--- config.mk ---
export PLATFORM = sky130hd
export DESIGN_NAME = router_pkt_rx_flat
export DESIGN_NICKNAME = d
export VERILOG_FILES = /design/src/rtl/router_pkt_rx_if.sv /design/src/rtl/router_pkt_rx.sv /design/src/flat_wrapper.sv
export SDC_FILE = /design/constraint.sdc
export NUM_CORES = 1
export LEC_CHECK = 0
export ABC_AREA = 1
export CAP_MARGIN = 20
export CORE_MARGIN = 3
export CORE_UTILIZATION = 54
export DETAILED_ROUTE_END_ITERATION = 10
export PLACE_DENSITY = 0.76
export SYNTH_ARGS = -nofsm -noshare
export SYNTH_HDL_FRONTEND = slang
export SYNTH_SLANG_ARGS = --single-unit
--- constraint.sdc ---
create_clock -name clock -period 2.1 [get_ports clock]
set_input_delay 0.42 -clock clock [delete_from_list [all_inputs] [get_ports clock]]
set_output_delay 0.42 -clock clock [all_outputs]
set_load 0.01 [all_outputs]
--- src/rtl/router_pkt_rx_if.sv ---
`default_nettype none
//------------------------------------------------------------------------------
// Module   : router_pkt_rx_if
// Brief    : Bundle of router-port, byte-sink and packet-status signals
//            shared by the packet receiver and its environment.
// Revision : 1.0 - initial release
//------------------------------------------------------------------------------
interface router_pkt_rx_if;
  // router port side
  logic        vld_out;
  logic [7:0]  data_out;
  logic        read_enb;
  // byte sink side
  logic        sink_ready;
  logic [7:0]  byte_out;
  logic        byte_valid;
  logic        byte_sop;
  logic        byte_eop;
  // packet status
  logic        pkt_done;
  logic [5:0]  pkt_len;
  logic [1:0]  pkt_dest;
  logic        parity_err;
  logic        dest_err;
  logic        trunc_err;
  logic [15:0] pkt_count;
  logic [15:0] err_count;

  modport master (
    output vld_out, data_out, sink_ready,
    input  read_enb, byte_out, byte_valid, byte_sop, byte_eop,
    input  pkt_done, pkt_len, pkt_dest, parity_err, dest_err, trunc_err,
    input  pkt_count, err_count
  );

  modport slave (
    input  vld_out, data_out, sink_ready,
    output read_enb, byte_out, byte_valid, byte_sop, byte_eop,
    output pkt_done, pkt_len, pkt_dest, parity_err, dest_err, trunc_err,
    output pkt_count, err_count
  );
endinterface
`default_nettype wire

--- src/rtl/router_pkt_rx.sv ---
`default_nettype none
//------------------------------------------------------------------------------
// Module   : router_pkt_rx
// Brief    : Drains one router output port, forwards packet bytes with zero
//            latency, checks parity/destination and aborts stalled packets.
// Revision : 1.0 - initial release
//------------------------------------------------------------------------------
module router_pkt_rx #(
  parameter logic [1:0]  PORT_ID = 2'd0,
  parameter int unsigned TIMEOUT = 32
) (
  input  logic           clock,
  input  logic           resetn,
  router_pkt_rx_if.slave bus
);

  localparam int unsigned c_wdog_w = (TIMEOUT < 2) ? 1 : $clog2(TIMEOUT);
  localparam logic [c_wdog_w-1:0] c_wdog_last = c_wdog_w'(TIMEOUT - 1);
  localparam logic [15:0] c_cnt_max = 16'hFFFF;

  typedef enum logic [1:0] {
    S_IDLE    = 2'd0,
    S_PAYLOAD = 2'd1,
    S_PARITY  = 2'd2
  } state_t;

  state_t                r_state;
  logic                  r_rd_q;
  logic [5:0]            r_len;
  logic [5:0]            r_remaining;
  logic [1:0]            r_dest;
  logic [7:0]            r_xor;
  logic [c_wdog_w-1:0]   r_wdog;

  logic                  r_pkt_done;
  logic [5:0]            r_pkt_len;
  logic [1:0]            r_pkt_dest;
  logic                  r_parity_err;
  logic                  r_dest_err;
  logic                  r_trunc_err;
  logic [15:0]           r_pkt_count;
  logic [15:0]           r_err_count;

  logic                  w_read;
  logic                  w_cap;
  logic [5:0]            w_hdr_len;
  logic                  w_in_pkt;
  logic                  w_abort;
  logic                  w_end_ok;
  logic                  w_finish;
  logic                  w_par_bad;
  logic                  w_dest_bad;
  logic                  w_any_err;

  // Popping needs only data available and room downstream; the byte shows up
  // one cycle later, which is the one byte the sink must absorb after a drop.
  assign w_read       = bus.vld_out & bus.sink_ready;
  assign bus.read_enb = w_read;

  assign w_cap      = r_rd_q;
  assign w_hdr_len  = bus.data_out[7:2];
  assign w_in_pkt   = (r_state != S_IDLE);
  assign w_abort    = w_in_pkt & ~w_cap & (r_wdog == c_wdog_last);
  assign w_end_ok   = w_cap & (r_state == S_PARITY);
  assign w_finish   = w_end_ok | w_abort;
  assign w_par_bad  = w_end_ok & (bus.data_out != r_xor);
  assign w_dest_bad = (r_dest != PORT_ID);
  assign w_any_err  = w_par_bad | w_dest_bad | w_abort;

  assign bus.byte_out   = bus.data_out;
  assign bus.byte_valid = w_cap;
  assign bus.byte_sop   = w_cap & (r_state == S_IDLE);
  assign bus.byte_eop   = w_cap & (r_state == S_PARITY);

  always_ff @(posedge clock or negedge resetn) begin
    if (!resetn) begin
      r_rd_q <= 1'b0;
    end else begin
      r_rd_q <= w_read & bus.vld_out;
    end
  end

  always_ff @(posedge clock or negedge resetn) begin
    if (!resetn) begin
      r_state     <= S_IDLE;
      r_len       <= '0;
      r_remaining <= '0;
      r_dest      <= '0;
      r_xor       <= '0;
      r_wdog      <= '0;
    end else begin
      case (r_state)
        S_IDLE: begin
          r_wdog <= '0;
          if (w_cap) begin
            r_len       <= w_hdr_len;
            r_remaining <= w_hdr_len;
            r_dest      <= bus.data_out[1:0];
            r_xor       <= bus.data_out;
            r_state     <= (w_hdr_len == 6'd0) ? S_PARITY : S_PAYLOAD;
          end
        end

        S_PAYLOAD: begin
          if (w_cap) begin
            r_xor       <= r_xor ^ bus.data_out;
            r_remaining <= r_remaining - 6'd1;
            r_wdog      <= '0;
            if (r_remaining == 6'd1) begin
              r_state <= S_PARITY;
            end
          end else if (w_abort) begin
            r_wdog  <= '0;
            r_state <= S_IDLE;
          end else begin
            r_wdog <= r_wdog + c_wdog_w'(1);
          end
        end

        S_PARITY: begin
          // Returning to IDLE here lets a header land on the very next capture.
          if (w_cap) begin
            r_wdog  <= '0;
            r_state <= S_IDLE;
          end else if (w_abort) begin
            r_wdog  <= '0;
            r_state <= S_IDLE;
          end else begin
            r_wdog <= r_wdog + c_wdog_w'(1);
          end
        end

        default: begin
          r_wdog  <= '0;
          r_state <= S_IDLE;
        end
      endcase
    end
  end

  // Status registers only move on packet completion, so flags hold in between.
  always_ff @(posedge clock or negedge resetn) begin
    if (!resetn) begin
      r_pkt_done   <= 1'b0;
      r_pkt_len    <= '0;
      r_pkt_dest   <= '0;
      r_parity_err <= 1'b0;
      r_dest_err   <= 1'b0;
      r_trunc_err  <= 1'b0;
      r_pkt_count  <= '0;
      r_err_count  <= '0;
    end else begin
      r_pkt_done <= w_finish;
      if (w_finish) begin
        r_pkt_len    <= r_len;
        r_pkt_dest   <= r_dest;
        r_parity_err <= w_par_bad;
        r_dest_err   <= w_dest_bad;
        r_trunc_err  <= w_abort;
        if (w_any_err) begin
          if (r_err_count != c_cnt_max) begin
            r_err_count <= r_err_count + 16'd1;
          end
        end else begin
          if (r_pkt_count != c_cnt_max) begin
            r_pkt_count <= r_pkt_count + 16'd1;
          end
        end
      end
    end
  end

  assign bus.pkt_done   = r_pkt_done;
  assign bus.pkt_len    = r_pkt_len;
  assign bus.pkt_dest   = r_pkt_dest;
  assign bus.parity_err = r_parity_err;
  assign bus.dest_err   = r_dest_err;
  assign bus.trunc_err  = r_trunc_err;
  assign bus.pkt_count  = r_pkt_count;
  assign bus.err_count  = r_err_count;

endmodule
`default_nettype wire

--- src/flat_wrapper.sv ---
// flat-port wrapper written by rule: the top's interface ports become plain ports
module router_pkt_rx_flat 
#(
  parameter logic [1:0]  PORT_ID = 2'd0,
  parameter int unsigned TIMEOUT = 32
)
  (clock, resetn, bus_vld_out, bus_data_out, bus_sink_ready, bus_read_enb, bus_byte_out, bus_byte_valid, bus_byte_sop, bus_byte_eop, bus_pkt_done, bus_pkt_len, bus_pkt_dest, bus_parity_err, bus_dest_err, bus_trunc_err, bus_pkt_count, bus_err_count);
  router_pkt_rx_if bus_i ();
  input  logic clock;
  input  logic resetn;
  input wire logic [$bits(bus_i.vld_out)-1:0] bus_vld_out;
  input wire logic [$bits(bus_i.data_out)-1:0] bus_data_out;
  input wire logic [$bits(bus_i.sink_ready)-1:0] bus_sink_ready;
  output wire logic [$bits(bus_i.read_enb)-1:0] bus_read_enb;
  output wire logic [$bits(bus_i.byte_out)-1:0] bus_byte_out;
  output wire logic [$bits(bus_i.byte_valid)-1:0] bus_byte_valid;
  output wire logic [$bits(bus_i.byte_sop)-1:0] bus_byte_sop;
  output wire logic [$bits(bus_i.byte_eop)-1:0] bus_byte_eop;
  output wire logic [$bits(bus_i.pkt_done)-1:0] bus_pkt_done;
  output wire logic [$bits(bus_i.pkt_len)-1:0] bus_pkt_len;
  output wire logic [$bits(bus_i.pkt_dest)-1:0] bus_pkt_dest;
  output wire logic [$bits(bus_i.parity_err)-1:0] bus_parity_err;
  output wire logic [$bits(bus_i.dest_err)-1:0] bus_dest_err;
  output wire logic [$bits(bus_i.trunc_err)-1:0] bus_trunc_err;
  output wire logic [$bits(bus_i.pkt_count)-1:0] bus_pkt_count;
  output wire logic [$bits(bus_i.err_count)-1:0] bus_err_count;
  assign bus_i.vld_out = bus_vld_out;
  assign bus_i.data_out = bus_data_out;
  assign bus_i.sink_ready = bus_sink_ready;
  assign bus_read_enb = bus_i.read_enb;
  assign bus_byte_out = bus_i.byte_out;
  assign bus_byte_valid = bus_i.byte_valid;
  assign bus_byte_sop = bus_i.byte_sop;
  assign bus_byte_eop = bus_i.byte_eop;
  assign bus_pkt_done = bus_i.pkt_done;
  assign bus_pkt_len = bus_i.pkt_len;
  assign bus_pkt_dest = bus_i.pkt_dest;
  assign bus_parity_err = bus_i.parity_err;
  assign bus_dest_err = bus_i.dest_err;
  assign bus_trunc_err = bus_i.trunc_err;
  assign bus_pkt_count = bus_i.pkt_count;
  assign bus_err_count = bus_i.err_count;
  router_pkt_rx #(.PORT_ID(PORT_ID), .TIMEOUT(TIMEOUT)) u_core (.clock(clock), .resetn(resetn), .bus(bus_i));
endmodule
Yosys cells after proc, flatten, opt, wreduce, memory -nomap -nowiden
Index checks and enable logic that the tools add are counted.
{"block": "totals", "inputBits": 12, "reg_bits": 74, "output_inout_bits": 56, "wordCells": 69}
{"block": "op_classes", "bitwise_logic": 13, "muxes": 16, "n_eq_ne": 10, "add_sub_neg": 4, "n_reduce_logical": 11}
{"op": "$add 16x1->16 const B", "count": 2}
{"op": "$ne 16x16->1 const B", "count": 2}
{"op": "$mux 8", "count": 2}
{"op": "$pmux 8 s2", "count": 1}
{"op": "$mux 5", "count": 3}
{"op": "$mux 2", "count": 6}
{"op": "$mux 6", "count": 2}
{"op": "$pmux 6 s2", "count": 1}
{"op": "$reduce_and 3->1", "count": 3}
{"op": "$ne 8x8->1", "count": 1}
{"op": "$xor 8x8->8", "count": 1}
{"op": "$and 1x1->1", "count": 7}
{"op": "$eq 6x1->1 const B", "count": 1}
{"op": "$logic_not 6->1", "count": 1}
{"op": "$pmux 2 s3", "count": 1}
{"op": "$reduce_bool 2->1", "count": 3}
{"op": "$sub 6x1->6 const B", "count": 1}
{"op": "$add 5x1->5 const B", "count": 1}
{"op": "$eq 5x5->1 const B", "count": 1}
{"op": "$ne 2x1->1 const B", "count": 2}
{"op": "$reduce_and 2->1", "count": 2}
{"op": "$ne 3x3->1 const B", "count": 1}
{"op": "$or 1x1->1", "count": 3}
{"op": "$eq 2x1->1 const B", "count": 1}
{"op": "4 further kinds", "count": 5}

Depth between registers and ports, before layout
{"block": "depth", "depth_word": 7, "depth_mapped": 13, "depth_no_buf": 13}

Least setup slack after synthesis
No wires, ideal clock.
{"block": "synth_timing", "path_kind": "reg-to-reg", "startpoint": "register u_core.r_wdog[0]", "endpoint": "register u_core.r_pkt_count[12] (netlist: u_core.bus.pkt_count[12])", "synth_period_minus_slack_ps": 1764, "path_buffers": 1, "setup_time_ps": 66, "required_ps": 2034, "path_stages_with_launch": 13, "arrival_time_ps": 1699, "path_slack_ps": 336, "path_cell_list": "dfrtp_1 ha_1 nand2_1 nor2_1 ha_1 nand3_4 inv_2 nor2_4 inv_2 a21oi_4 buf_6 nand4_1 nand2_1"}
{"block": "synth_via", "elab_chain_len": 5, "elab_cells_between_ends": 6, "classes_between": "eq/ne: 1; bitwise: 4; reduce/logical: 1"}
{"element": "start: declaration", "line_no": "router_pkt_rx.sv:33", "source": "logic [c_wdog_w-1:0] r_wdog;"}
{"element": "start signal: assignment", "line_no": "router_pkt_rx.sv:116", "source": "r_wdog <= r_wdog + c_wdog_w'(1);"}
{"element": "start signal: assignment", "line_no": "router_pkt_rx.sv:129", "source": "r_wdog <= r_wdog + c_wdog_w'(1);"}
{"element": "$eq 5x5->1 *", "line_no": "router_pkt_rx.sv:63", "source": "assign w_abort = w_in_pkt & ~w_cap & (r_wdog == c_wdog_last);"}
{"element": "$and 1x1->1 *", "line_no": "router_pkt_rx.sv:63"}
{"element": "$or 1x1->1", "line_no": "router_pkt_rx.sv:68", "source": "assign w_any_err = w_par_bad | w_dest_bad | w_abort;"}
{"element": "$not 1->1 (no source line)"}
{"element": "$reduce_and 3->1 (no source line) *"}
{"element": "end signal: assignment", "line_no": "router_pkt_rx.sv:166", "source": "r_pkt_count <= r_pkt_count + 16'd1;"}
{"element": "end: declaration", "line_no": "router_pkt_rx.sv:41", "source": "logic [15:0] r_pkt_count;"}
Every way passes the cells marked *; elsewhere a longest branch is shown, timed or not.
A chain may end at the register's enable or synchronous reset.

Worst setup path after layout
{"block": "layout_timing", "startpoint": "input bus_data_out[3]", "endpoint": "output bus_byte_out[3]"}
{"element": "start: declaration", "line_no": "flat_wrapper.sv:12", "source": "input wire logic [$bits(bus_i.data_out)-1:0] bus_data_out;"}
{"element": "end: declaration", "line_no": "flat_wrapper.sv:15", "source": "output wire logic [$bits(bus_i.byte_out)-1:0] bus_byte_out;"}
No word-level cell between the ends.

==> impl_metrics.yaml <==
outcome:
  status: "complete, no violations"
timing:
  slew_viol_final: 0
  slew_headroom: 0.591
  timing.hold.ws_ps: 73.0
  hold_viol: 0
  worstMarginPinSlew_ps: 613
  setup_viol: 0
  post-route-period-util: 0.978
  rsz0062_at_grt: "yes"
  fmax_ghz: 0.487
  period_needed_ps: 2050
  fin_skew_ps: 12.7
detailed_routing:
  drcViolationCount: 0
  num_vias: 3914
  antenna_left: 0
  routedWlPerCell_microns: 13.4
  viasPerCell: 5.34
  drtIter0Drc: 261
  totalWireLength_mm: 9.83
  dr.pass1.iters: 7
global_routing:
  grt_max_degree: 28
  grt_overflow_total: 0
  grt_first_pass_wirelength_mm: 16.5
  track_usage: 0.232
  antenna_found_initial: 0
  grt_pass1_vias: 3615
power_and_ir_drop:
  internal_power_w: 0.00320
  clock_power_share: 0.211
  p_leak_nw: 2.64
  ir_drop_uv: 565
  combPwrFrac: 0.385
  p_sw_frac: 0.372
  p_seq_frac: 0.404
  power.density_mw_per_mm2: 953
  p_switching_w: 0.00189
logic_synthesis:
  synthArstFlopShare: 1.00
  yosys.area_share.simple: 0.340
  synthCells: 549
  yosysWarnings: 0
  synth_edf_count: 0
  synthXorXnorAreaFrac: 0.0310
  synth_top_area_cell: "dfrtp_1"
  synth_seq_area_share: 0.437
  synth_top_family_by_area: "simple AND/OR/NAND/NOR gates"
  yosysTopAreaCellShare: 0.437
  synth_fa_ha_area_frac: 0.0296
  synth_compound_gate_area_share: 0.0612
  synthesis.area_sq_mm: 0.00423
  synth_nets: 571
  avgSynthCellArea_sq_um: 7.71
  ys.flop_type: "dfrtp_1"
  synthDistinctLibCells: 36
  yosys-top-cells-area: "dfrtp_1 (44%), nand2_1 (16%), nand4_1 (6.4%)"
  muxShareOfSynthArea: 0
  ys_ff_latch: 74
cts:
  cts_num_sinks: 74
  clockBufferDepth: 2
  cts_buffers: 9
  insertion_delay_ps: 350
  htree_levels: 3
  cts_tree: "done"
  clock-root-buffer: "clkbuf_8"
  cts.clk_slew.worst_paths_ps: 80
setup_path:
  crit_path_end: "bus_byte_out[3]"
  cpPeakStageDelay_ps: 550
  crit_fanout: 3
  cp.depth: 3
  crit_buf_inv: 3
  timing.rr.start: "u_core.r_wdog[0]"
  cp-start-kind: "primary input"
  r2r_slack_ps: 170
  crit_top_cell: "clkdlybuf4s50_1"
  crit_slowest_cell: "clkdlybuf4s50_1"
  cp_cell_sequence: "clkdlybuf4s50_1 -> buf_4 -> clkdlybuf4s50_1"
  cp-end-kind: "output pin"
  reg2regPathDepth: 12
  crit_type: "in2out"
  cp.required_ps: 1680
  timing.rr.end: "u_core.bus.pkt_count[9]"
  arrival_ps: 1630
  crit_path_start: "bus_data_out[3]"
  cpLargestDelayFamily: "buffers and inverters"
floorplanning:
  rows: 31
  die_area_sq_mm: 0.00894
  die_h_microns: 94.5
  die_x_microns: 94.5
  core_sq_mm: 0.00741
  initial_utilization: 0.571
  ios: 68
place:
  port_buffers: 67
  place_inst: 715
  place_hpwl_mm: 7.26
  place.gp.congestion: 0.866
  dpl_cell_area_sq_mm: 0.00511
flow_run:
  cap_violations: 0
cells_and_area:
  design_area_sq_mm: 0.00535
  nets: 652
  drive_above_1_share: 0.109
  num_antenna_cells: 0
  area_growth_pct: 26.3
  stdcell_count: 733
worst_hold_path:
  min_path_type: "in2async"
[synthesized netlist by cell type, types with 4 or more instances]
| cell type | instances |
|---|---|
| nand2_1 | 183 |
| ha_1 | 10 |
| nand4_1 | 43 |
| nand3_1 | 26 |
| xnor2_1 | 6 |
| a22oi_1 | 11 |
| buf_4 | 10 |
| inv_1 | 63 |
| dfrtp_1 | 74 |
| clkbuf_1 | 6 |
| nand2_2 | 4 |
| inv_2 | 5 |
| buf_6 | 5 |
| xor2_1 | 9 |
| nor3_1 | 8 |
| o21ai_0 | 24 |
| nor2_1 | 39 |
[flip-flops by register name, indices dropped and copies added (netlist names)]
register / count
u_core.bus.parity_err: 1
u_core.bus.pkt_done: 1
u_core.bus.dest_err: 1
u_core.bus.pkt_dest: 2
u_core.r_dest: 2
u_core.bus.err_count: 16
u_core.r_state: 2
u_core.r_wdog: 5
u_core.bus.pkt_count: 16
u_core.bus.pkt_len: 6
u_core.r_xor: 8
u_core.r_len: 6
u_core.bus.byte_valid: 1
u_core.r_remaining: 6
u_core.bus.trunc_err: 1
[power groups by stage]
stage	combinational (W)	clock, W	sequential (W)
3_3_place_gp	0.00186	0	0.00208
6_report	0.00196	0.00107	0.00206
3_5_place_dp	0.00193	0	0.00209
5_1_grt	0.00222	0.00115	0.00211
2_1_floorplan	0.00117	0	0.00208
4_1_cts	0.00195	0.00110	0.00206
[worst reg2reg max path: stages (launching register included)]
cell and delay (ps):
dfrtp_1 370, ha_1 170, nand2_1 70, nor2_1 100, ha_2 200, nand3_4 130
nand2_8 130, buf_4 160, nand4_1 90, nor2_1 160, nand4_1 110, nand2_1 70
nand2_1 50
[metal layers]
layer / GRT usage / part of all wire
met1: 0.321 / 0.44
met2: 0.375 / 0.48
met3: 0.0303 / 0.057
met4: 0.0841 / 0.018
met5: 0 / 0
[per-stage QoR]
| step | setup WS [ps] | util | setup TNS [ps] | total power, W |
|---|---|---|---|---|
| CTS | 56.4 | 0.716 | 0 | 0.00511 |
| detailed placement | 35.8 | 0.690 | 0 | 0.00401 |
| global placement | 71.2 | 0.690 | 0 | 0.00394 |
| floorplan | 336 | - | 0 | 0.00325 |
| global route | -4.91 | 0.722 | -4.91 | 0.00548 |
| finish | 45.6 | 0.722 | 0 | 0.00510 |
[cell usage in the layout, fill, tap and decap left out, drive strengths merged]
| cell | n |
|---|---|
| a211oi | 1 |
| a21oi | 3 |
| a22oi | 11 |
| a31oi | 1 |
| buf | 29 |
| bufinv | 1 |
| clkbuf | 10 |
| clkdlybuf4s50 | 64 |
| clkinv | 3 |
| clkinvlp | 1 |
| dfrtp | 74 |
| dlygate4sd2 | 2 |
| ha | 10 |
| inv | 68 |
| nand2 | 188 |
| nand3 | 29 |
| nand4 | 45 |
| nor2 | 42 |
| nor3 | 9 |
| nor3b | 1 |
| nor4 | 1 |
| o21ai | 24 |
| o31ai | 1 |
| o41ai | 1 |
| xnor2 | 6 |
| xor2 | 9 |
[repair_timing]
| action | 4_1_cts | 5_1_grt |
|---|---|---|
| buffers inserted | 1 | 2 |
| gates cloned | 0 | 0 |
| setup endpoints to repair | 2 | 12 |
| resized for setup | 3 | 7 |
| hold buffers | 0 | 0 |
| pin swaps | 0 | 1 |
[logic make-up (layout without fill, tap and decap cells)]
group	after synthesis	after routing
adders and majority gates	10	10
and+or+nand+nor	315	315
DFF	74	74
AOI/OAI and AO/OA	42	42
buffers and inverters	93	178
xor gates and xnor gates	15	15
[worst min path at each step]
| stage | start | endpoint | depth (start not counted) |
|---|---|---|---|
| 4_1_cts | resetn | u_core.bus.err_count[11] | 1 |
| 5_1_grt | resetn | u_core.bus.err_count[11] | 1 |
| 3_3_place_gp | u_core.r_wdog[0] | u_core.r_wdog[0] | 1 |
| 2_1_floorplan | resetn | u_core.bus.byte_valid | 0 |
| 6_report | resetn | u_core.bus.err_count[11] | 1 |
| 3_5_place_dp | u_core.r_wdog[0] | u_core.r_wdog[0] | 1 |
[final cells by class]
cell class                 instances  area, sq um
multi-input combinational        382         1980
inverter                          68          255
clock buffer                      10          128
clock inverter                     5         56.3
fill                             592         2060
tap                               99          124
sequential                        74         1850
timing repair buffer              95          952
(Power assumes the default switching activity.)
